File: src/rtl/mem_stage_pkg.sv
// -----------------------------------------------------------------------------
// mem_stage_pkg
//   Shared definitions for the memory-access stage: register/bus widths,
//   ALU op codes for the load/store group, FSM state encodings and a small
//   op decoder used by the lane-alignment logic.
// -----------------------------------------------------------------------------
package mem_stage_pkg;

  localparam int          REG_W      = 32;
  localparam int          REG_ADDR_W = 5;
  localparam logic [31:0] ZERO_WORD  = 32'h0000_0000;
  localparam logic [4:0]  NOP_REG    = 5'd0;

  // Op codes as carried by ex_mem (legacy 8-bit encoding)
  localparam logic [7:0] EXE_NOP_OP = 8'b0000_0000;
  localparam logic [7:0] EXE_ADD_OP = 8'b0010_0000;
  localparam logic [7:0] EXE_LB_OP  = 8'b1110_0000;
  localparam logic [7:0] EXE_LH_OP  = 8'b1110_0001;
  localparam logic [7:0] EXE_LW_OP  = 8'b1110_0011;
  localparam logic [7:0] EXE_LBU_OP = 8'b1110_0100;
  localparam logic [7:0] EXE_LHU_OP = 8'b1110_0101;
  localparam logic [7:0] EXE_SB_OP  = 8'b1110_1000;
  localparam logic [7:0] EXE_SH_OP  = 8'b1110_1001;
  localparam logic [7:0] EXE_SW_OP  = 8'b1110_1011;

  // FSM state encodings
  localparam logic [1:0] ST_IDLE = 2'd0;
  localparam logic [1:0] ST_WAIT = 2'd1;
  localparam logic [1:0] ST_DONE = 2'd2;

  typedef enum logic [1:0] {
    SZ_BYTE = 2'd0,
    SZ_HALF = 2'd1,
    SZ_WORD = 2'd2
  } acc_size_t;

  typedef struct packed {
    logic      is_mem;
    logic      is_store;
    logic      is_signed;
    acc_size_t size;
  } op_info_t;

  // Classify an op code into access kind, size and extension mode.
  function automatic op_info_t decode_op(input logic [7:0] op);
    op_info_t info;
    info = '{is_mem: 1'b0, is_store: 1'b0, is_signed: 1'b0, size: SZ_WORD};
    case (op)
      EXE_LB_OP:  info = '{is_mem: 1'b1, is_store: 1'b0, is_signed: 1'b1, size: SZ_BYTE};
      EXE_LBU_OP: info = '{is_mem: 1'b1, is_store: 1'b0, is_signed: 1'b0, size: SZ_BYTE};
      EXE_LH_OP:  info = '{is_mem: 1'b1, is_store: 1'b0, is_signed: 1'b1, size: SZ_HALF};
      EXE_LHU_OP: info = '{is_mem: 1'b1, is_store: 1'b0, is_signed: 1'b0, size: SZ_HALF};
      EXE_LW_OP:  info = '{is_mem: 1'b1, is_store: 1'b0, is_signed: 1'b0, size: SZ_WORD};
      EXE_SB_OP:  info = '{is_mem: 1'b1, is_store: 1'b1, is_signed: 1'b0, size: SZ_BYTE};
      EXE_SH_OP:  info = '{is_mem: 1'b1, is_store: 1'b1, is_signed: 1'b0, size: SZ_HALF};
      EXE_SW_OP:  info = '{is_mem: 1'b1, is_store: 1'b1, is_signed: 1'b0, size: SZ_WORD};
      default:    info = '{is_mem: 1'b0, is_store: 1'b0, is_signed: 1'b0, size: SZ_WORD};
    endcase
    return info;
  endfunction

endpackage

File: src/rtl/mem_lane_align.sv
// -----------------------------------------------------------------------------
// mem_lane_align
//   Combinational byte-lane logic for a big-endian 32-bit data bus.
//   Ports:
//     aluop      in   8   op code
//     addr_lo    in   2   low address bits (byte offset in word)
//     sdata      in   32  store data (rt value)
//     rdata      in   32  captured read word
//     is_mem     out  1   op is a load or store
//     is_store   out  1   op is a store
//     misaligned out  1   halfword at odd address / word not on 4-byte boundary
//     sel        out  4   byte-lane enables, bit3 = bits[31:24]
//     wdata      out  32  store data replicated across lanes
//     load_data  out  32  extracted and sign/zero-extended load result
// -----------------------------------------------------------------------------
module mem_lane_align
  import mem_stage_pkg::*;
(
  input  logic [7:0]       aluop,
  input  logic [1:0]       addr_lo,
  input  logic [REG_W-1:0] sdata,
  input  logic [REG_W-1:0] rdata,
  output logic             is_mem,
  output logic             is_store,
  output logic             misaligned,
  output logic [3:0]       sel,
  output logic [REG_W-1:0] wdata,
  output logic [REG_W-1:0] load_data
);

  op_info_t   info;
  logic [7:0]  byte_v;
  logic [15:0] half_v;

  // Lane select, store replication and load extraction per access size.
  always_comb begin
    info       = decode_op(aluop);
    is_mem     = info.is_mem;
    is_store   = info.is_store;
    misaligned = 1'b0;
    sel        = 4'b0000;
    wdata      = ZERO_WORD;
    load_data  = ZERO_WORD;
    // Offset 0 is the most significant byte, so invert the offset to get the bit base
    byte_v     = rdata[{~addr_lo, 3'b000} +: 8];
    half_v     = addr_lo[1] ? rdata[15:0] : rdata[31:16];
    if (info.is_mem) begin
      case (info.size)
        SZ_BYTE: begin
          sel       = 4'b1000 >> addr_lo;
          wdata     = {4{sdata[7:0]}};
          load_data = info.is_signed ? {{24{byte_v[7]}}, byte_v} : {24'h00_0000, byte_v};
        end
        SZ_HALF: begin
          misaligned = addr_lo[0];
          sel        = addr_lo[1] ? 4'b0011 : 4'b1100;
          wdata      = {2{sdata[15:0]}};
          load_data  = info.is_signed ? {{16{half_v[15]}}, half_v} : {16'h0000, half_v};
        end
        SZ_WORD: begin
          misaligned = (addr_lo != 2'b00);
          sel        = 4'b1111;
          wdata      = sdata;
          load_data  = rdata;
        end
        default: begin
          misaligned = 1'b0;
          sel        = 4'b0000;
        end
      endcase
    end else begin
      misaligned = 1'b0;
    end
  end

endmodule

File: src/rtl/mem_stage.sv
// -----------------------------------------------------------------------------
// mem_stage
//   Memory-access stage between ex_mem and mem_wb. Non-memory ops pass
//   straight through; loads/stores run one req/ack handshake on the data bus
//   while stallreq freezes the pipeline. Misaligned accesses are flagged and
//   never reach the bus.
//   Ports:
//     clk, rst                    clock, synchronous active-high reset
//     mem_wd/wreg/wdata/aluop     instruction fields from ex_mem
//     mem_addr, mem_sdata         effective address and store data
//     wb_wd/wreg/wdata            result towards mem_wb
//     stallreq, misalign          stall request to ctrl, address-error flag
//     dbus_req/we/sel/addr/wdata  registered data-bus request
//     dbus_ack, dbus_rdata        bus completion pulse and read word
// -----------------------------------------------------------------------------
module mem_stage
  import mem_stage_pkg::*;
#(
  parameter int ADDR_W = 32,
  parameter int DATA_W = 32
) (
  input  logic              clk,
  input  logic              rst,
  input  logic [4:0]        mem_wd,
  input  logic              mem_wreg,
  input  logic [DATA_W-1:0] mem_wdata,
  input  logic [7:0]        mem_aluop,
  input  logic [ADDR_W-1:0] mem_addr,
  input  logic [DATA_W-1:0] mem_sdata,
  output logic [4:0]        wb_wd,
  output logic              wb_wreg,
  output logic [DATA_W-1:0] wb_wdata,
  output logic              stallreq,
  output logic              misalign,
  output logic              dbus_req,
  output logic              dbus_we,
  output logic [3:0]        dbus_sel,
  output logic [ADDR_W-1:0] dbus_addr,
  output logic [DATA_W-1:0] dbus_wdata,
  input  logic              dbus_ack,
  input  logic [DATA_W-1:0] dbus_rdata
);

  logic [1:0]        state;
  logic              req_q;
  logic              we_q;
  logic [3:0]        sel_q;
  logic [ADDR_W-1:0] addr_q;
  logic [DATA_W-1:0] wdata_q;
  logic [DATA_W-1:0] rdata_q;

  logic              is_mem;
  logic              is_store;
  logic              misaligned;
  logic [3:0]        lane_sel;
  logic [DATA_W-1:0] lane_wdata;
  logic [DATA_W-1:0] load_data;

  mem_lane_align u_align (
    .aluop      (mem_aluop),
    .addr_lo    (mem_addr[1:0]),
    .sdata      (mem_sdata),
    .rdata      (rdata_q),
    .is_mem     (is_mem),
    .is_store   (is_store),
    .misaligned (misaligned),
    .sel        (lane_sel),
    .wdata      (lane_wdata),
    .load_data  (load_data)
  );

  // Access FSM, bus request registers and captured read word.
  always_ff @(posedge clk) begin
    if (rst) begin
      state   <= ST_IDLE;
      req_q   <= 1'b0;
      we_q    <= 1'b0;
      sel_q   <= 4'b0000;
      addr_q  <= '0;
      wdata_q <= '0;
      rdata_q <= '0;
    end else begin
      case (state)
        ST_IDLE: begin
          if (is_mem && !misaligned) begin
            req_q   <= 1'b1;
            we_q    <= is_store;
            sel_q   <= lane_sel;
            addr_q  <= {mem_addr[ADDR_W-1:2], 2'b00};
            wdata_q <= lane_wdata;
            state   <= ST_WAIT;
          end else begin
            state   <= ST_IDLE;
          end
        end
        ST_WAIT: begin
          // Request fields stay untouched until the slave acknowledges
          if (dbus_ack) begin
            req_q   <= 1'b0;
            rdata_q <= dbus_rdata;
            state   <= ST_DONE;
          end else begin
            state   <= ST_WAIT;
          end
        end
        ST_DONE: begin
          state <= ST_IDLE;
        end
        default: begin
          req_q <= 1'b0;
          state <= ST_IDLE;
        end
      endcase
    end
  end

  // Writeback / stall / misalign muxing; everything forced low during reset.
  always_comb begin
    wb_wd    = mem_wd;
    wb_wreg  = 1'b0;
    wb_wdata = '0;
    stallreq = 1'b0;
    misalign = 1'b0;
    if (rst) begin
      wb_wd = NOP_REG;
    end else begin
      case (state)
        ST_IDLE: begin
          if (!is_mem) begin
            wb_wreg  = mem_wreg;
            wb_wdata = mem_wdata;
          end else if (misaligned) begin
            misalign = 1'b1;
          end else begin
            stallreq = 1'b1;
          end
        end
        ST_WAIT: begin
          stallreq = 1'b1;
        end
        ST_DONE: begin
          if (!is_store) begin
            wb_wreg  = mem_wreg;
            wb_wdata = load_data;
          end else begin
            wb_wreg  = 1'b0;
          end
        end
        default: begin
          stallreq = 1'b0;
        end
      endcase
    end
  end

  // Bus outputs are the request registers, held at zero while reset is asserted.
  always_comb begin
    if (rst) begin
      dbus_req   = 1'b0;
      dbus_we    = 1'b0;
      dbus_sel   = 4'b0000;
      dbus_addr  = '0;
      dbus_wdata = '0;
    end else begin
      dbus_req   = req_q;
      dbus_we    = we_q;
      dbus_sel   = sel_q;
      dbus_addr  = addr_q;
      dbus_wdata = wdata_q;
    end
  end

endmodule
File: config.mk
export PLATFORM = sky130hd
export DESIGN_NAME = mem_stage
export DESIGN_NICKNAME = d
export VERILOG_FILES = /design/src/rtl/mem_stage_pkg.sv /design/src/rtl/mem_lane_align.sv /design/src/rtl/mem_stage.sv
export SDC_FILE = /design/constraint.sdc
export NUM_CORES = 1
export LEC_CHECK = 0
export BUFFER_PORTS_ARGS = -buffer_cell sky130_fd_sc_hd__buf_2
export CAP_MARGIN = 15
export CORE_AREA = 2 2 129 131
export DETAILED_ROUTE_END_ITERATION = 8
export DIE_AREA = 0 0 131 133
export PLACE_DENSITY = 0.7
export SLEW_MARGIN = 10
export SYNTH_ARGS = -nofsm -noshare
export SYNTH_HDL_FRONTEND = slang
export SYNTH_HIERARCHICAL = 1
export SYNTH_SLANG_ARGS = --single-unit
File: constraint.sdc
create_clock -name clk -period 2.8 [get_ports clk]
set_input_delay 0.28 -clock clk [delete_from_list [all_inputs] [get_ports clk]]
set_output_delay 0.28 -clock clk [all_outputs]
set_load 0.005 [all_outputs]
# Yosys cells after proc, flatten, opt, wreduce, memory -nomap -nowiden
# Index checks and enable logic that the tools add are counted.
# word_totals
regBits	102
inputBits	145
output_inout_bits	110
elab_cells	74
# classes
eq_ne	14
shifts	2
n_mux	41
bitwise	2
reduce_logical	8
# op_table
operator	n
2-to-1 mux 32 bit	9
case mux 32 bit (3 select lines)	2
equality test 8 bit (second input constant)	8
case mux 32 bit (2 select lines)	1
case mux 5 bit (8 select lines)	1
variable part select 32 x 6 -> 8 bit	1
2-to-1 mux 1 bit	16
2-to-1 mux 16 bit	1
2-to-1 mux 4 bit	3
case mux 4 bit (3 select lines)	1
case mux 1 bit (2 select lines)	3
2-to-1 mux 5 bit	1
equality test 2 x 1 -> 1 bit (second input constant)	2
equality test 2 bit (second input constant)	2
logical NOT 2 bit	2
inequality test 2 bit (second input constant)	2
case mux 2 bit (2 select lines)	1
AND reduction 2 bit	2
>> shifter 4 x 2 -> 4 bit (first input constant)	1
case mux 1 bit (3 select lines)	1
AND reduction 3 bit	1
2-to-1 mux 2 bit	1
NOT 2 bit	1
nonzero test 2 bit	1
other kinds (3)	3

# Longest topological paths before layout
# logic_depth
ltp_word	9
depth_mapped	13
ltp_nobuf	11

# Cells and area by module
# The synthesis kept the hierarchy.
# by_module_without_submodules
mod	instances	cells_each	area_per_inst_um2	seq_area_each_um2
mem_stage	1	500	5056.1	2042.0
mem_lane_align	1	206	1293.7	0.0

# Worst setup path before layout
# Ideal clock, no wire load.
# synth_path
path_type	input -> register
startpoint	input mem_aluop[4]
endpoint	register addr_q[13]
setup_ns	0.121
arrival_ns	2.784
required_time_ns	2.679
setup_slack_ns	-0.105
path_stages	12
n_path_buf	3
path_cell_list	nand4b_1 -> a211oi_1 -> nand2_1 -> ha_1 -> buf_2 -> o21ai_0 -> nand2_1 -> and3_1 -> nor4b_4 -> buf_4 -> buf_6 -> mux2_2
# synth_between
elab_chain_len	8
word_cells_on_any_way	16
classes_between	10 x eq/ne; 3 x mux; 3 x reduce/logical
# synth_rtl
element	line	source
from (decl)	mem_stage.sv:27	input logic [7:0] mem_aluop,
equality test 8 bit	mem_stage_pkg.sv:48	case (op)
case mux 5 bit (8 select lines) (*)	mem_stage_pkg.sv:48	
equality test 2 bit / equality test 2 x 1 -> 1 bit (equally long branches)	mem_lane_align.sv:48	case (info.size)
case mux 1 bit (2 select lines)	mem_lane_align.sv:48	
2-to-1 mux 1 bit (*)	mem_lane_align.sv:47	if (info.is_mem) begin
net misaligned	mem_stage.sv:54	logic misaligned;
logical NOT 1 bit (*)	mem_stage.sv:85	if (is_mem && !misaligned) begin
logical AND 1 bit (*)	mem_stage.sv:85	
AND reduction 2 bit (no line) (*)	-	
to (signal assigned)	mem_stage.sv:89	addr_q <= {mem_addr[ADDR_W-1:2], 2'b00};
to (decl)	mem_stage.sv:48	logic [ADDR_W-1:0] addr_q;
# The timed path passes the listed nets; every way through them passes the cells marked *.
# A chain may end at the register's enable or synchronous reset.

# Worst setup path in the final report
# layout_path
startpoint	input mem_aluop[4]
endpoint	output wb_wdata[7]
# layout_between
elab_chain_len	8
word_cells_on_any_way	18
classes_between	10 x eq/ne; 7 x mux; 1 x reduce/logical
# layout_rtl
element	line	source
equality test 8 bit	mem_stage_pkg.sv:48	
case mux 5 bit (8 select lines) (*)	mem_stage_pkg.sv:48	
equality test 2 bit, or another cell as far along	mem_lane_align.sv:48	
case mux 32 bit (3 select lines)	mem_lane_align.sv:48	
2-to-1 mux 32 bit (*)	mem_lane_align.sv:47	
net load_data[7]	mem_stage.sv:57	logic [DATA_W-1:0] load_data;
2-to-1 mux 32 bit (*)	mem_stage.sv:142	if (!is_store) begin
case mux 32 bit (2 select lines) (*)	mem_stage.sv:127	case (state)
2-to-1 mux 32 bit (*)	mem_stage.sv:124	if (rst) begin
to (decl)	mem_stage.sv:32	output logic [DATA_W-1:0] wb_wdata,
# Marked as above.

==> flow_metrics.py <==
metrics = {
    "finish": {
        "diodes": 0,
        "fin_area_sq_mm": 0.008349,
        "fin_cells": 1160,
        "layout_commonest_cell": "buf_2",
        "final_cell_mix": "buf_2 (250), nor2b_1 (144), dfxtp_1 (102), nand2b_1 (65), mux2_2 (51)",
        "nNetsFinal": 1085,
        "fin_util_pct": 51.63,
        "drive_gt1_share_pct": 40.96,
        "areaGrowthSynthToFinish_pct": 31.49,
    },
    "power_and_ir_drop": {
        "p_leak_nw": 3.743,
        "power_density_mw_per_mm2": 379.6,
        "max-vdd-ir-drop_mv": 0.2730,
    },
    "logic_synthesis": {
        "synth_adder_area_share_pct": 0.9852,
        "synth_cells": 706,
        "ys_seq_area_share_pct": 32.16,
        "synth.avg_cell_area_sq_um": 8.994,
        "synth-compound-area-share_pct": 12.99,
        "synth_top_family_by_area": "simple AND/OR/NAND/NOR gates",
        "yosys.area_share.simple_pct": 27.82,
        "synth_warnings": 6,
        "synthMuxAreaShare_pct": 20.22,
        "synth-xor-area-share_pct": 0,
        "synth.cell_area_sq_mm": 0.006350,
        "ys_seq_elements": 102,
        "synth.distinct_cells": 47,
    },
    "route": {
        "drt-initial-drc-count": 340,
        "drc": 0,
        "dr.pass1.iters": 7,
        "postRouteAntennaNets": 0,
        "vias": 5768,
        "routedWlPerCell_um": 15.72,
        "vias_per_cell": 4.972,
        "totalWireLength_mm": 18.24,
    },
    "grt": {
        "grt_pass1_vias": 5352,
        "grt_pass1_wl_mm": 27.26,
        "grt_usage_pct": 19.87,
        "antenna_found_initial": 1,
        "grt_max_degree": 131,
        "overflow": 0,
    },
    "sta": {
        "finalSetupViolCount": 0,
        "drv_slew": 0,
        "rsz0062_at_grt": "yes",
        "tightest_slew_ns": 0.6189,
        "relSlewSlack_pct": 58.36,
        "final-hold-violation-count": 0,
        "finalCritPeriodShare_pct": 96.76,
        "skew_ns": 0.003638,
        "hold_slack_ns": 0.1846,
        "worst_slack_ns": 0.09083,
        "achievable-frequency_mhz": 369.1,
        "period_minus_slack_ns": 2.709,
    },
    "floorplanning": {
        "fp.dieH_um": 133,
        "die_x_um": 131,
        "start_util_pct": 39.26,
        "core_sq_mm": 0.01617,
        "dieArea_sq_mm": 0.01742,
        "ioPinCount": 255,
        "num_rows": 47,
    },
    "critical_path": {
        "crit_slowest_cell": "a211oi_2",
        "cp-start-kind": "input port",
        "slowest_delay_ns": 0.37,
        "required_ns": 2.52,
        "cp_cell_sequence": "buf_6 -> nand4b_1 -> a211oi_2 -> nand2_2 -> ha_2 -> nand2_1 -> o22ai_4 -> buf_4 -> a221oi_1 -> nor2_1 -> a22o_1 -> buf_2",
        "path_max_fanout": 4,
        "crit_arrival_ns": 2.43,
        "crit_path_end_kind": "output port",
        "critPathKind": "in2out",
        "reg2reg_depth": 3,
    },
    "clock_tree": {
        "clock_sinks": 102,
        "clkSlewWorstSetupHoldPaths_ns": 0.07,
        "cts_root_buffer": "clkbuf_16",
        "cts_tree": "done",
        "cts-buffers-inserted": 9,
        "clock_latency_ns": 0.35,
        "ctsHoldBuffers": 0,
        "cts_max_path_buffers": 2,
        "htreeDepth": 3,
    },
    "placement": {
        "place_inst": 1139,
        "dp_hpwl_mm": 13.08,
        "post_dp_cell_area_sq_mm": 0.007853,
        "gp_congestion": 0.8765,
        "io_buffers": 252,
        "place_ws_ns": -0.008195,
    },
    "job": {
        "maxCapViolations": 0,
    },
    "worst_hold_path": {
        "hold_depth": 3,
        "hold_class": "in2reg",
    },
    "status": {
        "outcome": "completed",
    },
}
-- critical path: cells and delay by family --
kind                       cells  cell delay [ns]
and+or+nand+nor                4             0.66
adders and majority gates      1             0.24
AOI/OAI and AO/OA              4             0.88
buffers and inverters          3             0.36
-- metal layers --
metal	up-vias	global-route usage [%]	wire length (um)
met3	21	4.367	1474
met5	-	0	0
met1	2612	24.79	7844
met2	243	33.88	8669
li1	2892	-	-
met4	0	6.147	248
-- power by group --
part           internal, W  switching (W)  total (W)
combinational     0.000196       0.000178   0.000374
sequential         0.00146     0.00000505    0.00146
clock             0.000718       0.000615    0.00133
total              0.00237       0.000798    0.00317
-- through the flow --
step           setup TNS (ns)  power (W)
5_1_grt               -0.2813   0.003308
6_report                    0   0.003169
4_1_cts              -0.01826   0.003210
2_1_floorplan               0   0.001694
3_5_place_dp         -0.08311   0.001866
3_3_place_gp                0   0.001865
-- repair_timing --
item	in CTS	in global routing
gates cloned	0	1
pin swaps	0	3
endpoints found under the setup margin	1	32
hold endpoints to repair	0	0
gates resized for setup	0	30
buffers inserted	0	4
-- synthesized netlist by cell type, drive strengths merged --
cell type	number	share of area (%)
nor2b	144	14
dfxtp	102	32
mux2	67	12
nand2b	66	6.5
buf	45	4.3
a21oi	42	3.3
nand2	40	2.4
mux2i	36	5.7
a22o	32	4.4
nor2	27	1.6
a22oi	24	2.8
clkbuf	23	1.4
and2	8	0.79
a222oi	7	1.1
mux4	7	2.7
ha	5	0.99
nor4	4	0.49
o21ai	4	0.37
and3	2	0.20
inv	2	0.12
nor4b	2	0.61
o21a	2	0.24
a211oi	1	0.12
a21o	1	0.12
a221oi	1	0.14
a31oi	1	0.099
and3b	1	0.14
conb	1	0.059
nand3b	1	0.12
nand4b	1	0.14
nand4bb	1	0.18
nor3	1	0.079
o22ai	1	0.099
o2bb2ai	1	0.14
or2	1	0.099
or3b	1	0.14
or4b	1	0.16
-- state kept, by name (all words and copies together) (netlist names) --
register	cells
addr_q	30
sel_q	4
state	2
req_q	1
we_q	1
rdata_q	32
wdata_q	32
-- final timing paths --
check	startpoint	to	slack, ns
min	dbus_rdata[15]	rdata_q[15]	0.18
max	mem_aluop[4]	wb_wdata[7]	0.09
max reg2reg	state[1]	wdata_q[30]	1.11
min reg2reg	rdata_q[8]	rdata_q[8]	0.50
-- cell families after synthesis --
kind of cell | Yosys count
AND/OR/NAND/NOR | 301
AO/OA/AOI/OAI | 117
multiplexers | 110
flip-flops | 102
buffers and inverters | 70
adder cells (fa/ha/maj) | 5
other | 1
-- layout make-up --
cell class / instances / area (sq um)
clock buffer: 9 / 225.2
clock inverter: 7 / 92.59
fill: 1549 / 7823
inverter: 2 / 7.507
multi-input combinational: 535 / 4108
sequential: 102 / 2042
tap: 220 / 275.3
timing repair buffer: 285 / 1599
(Power assumes the default switching activity.)
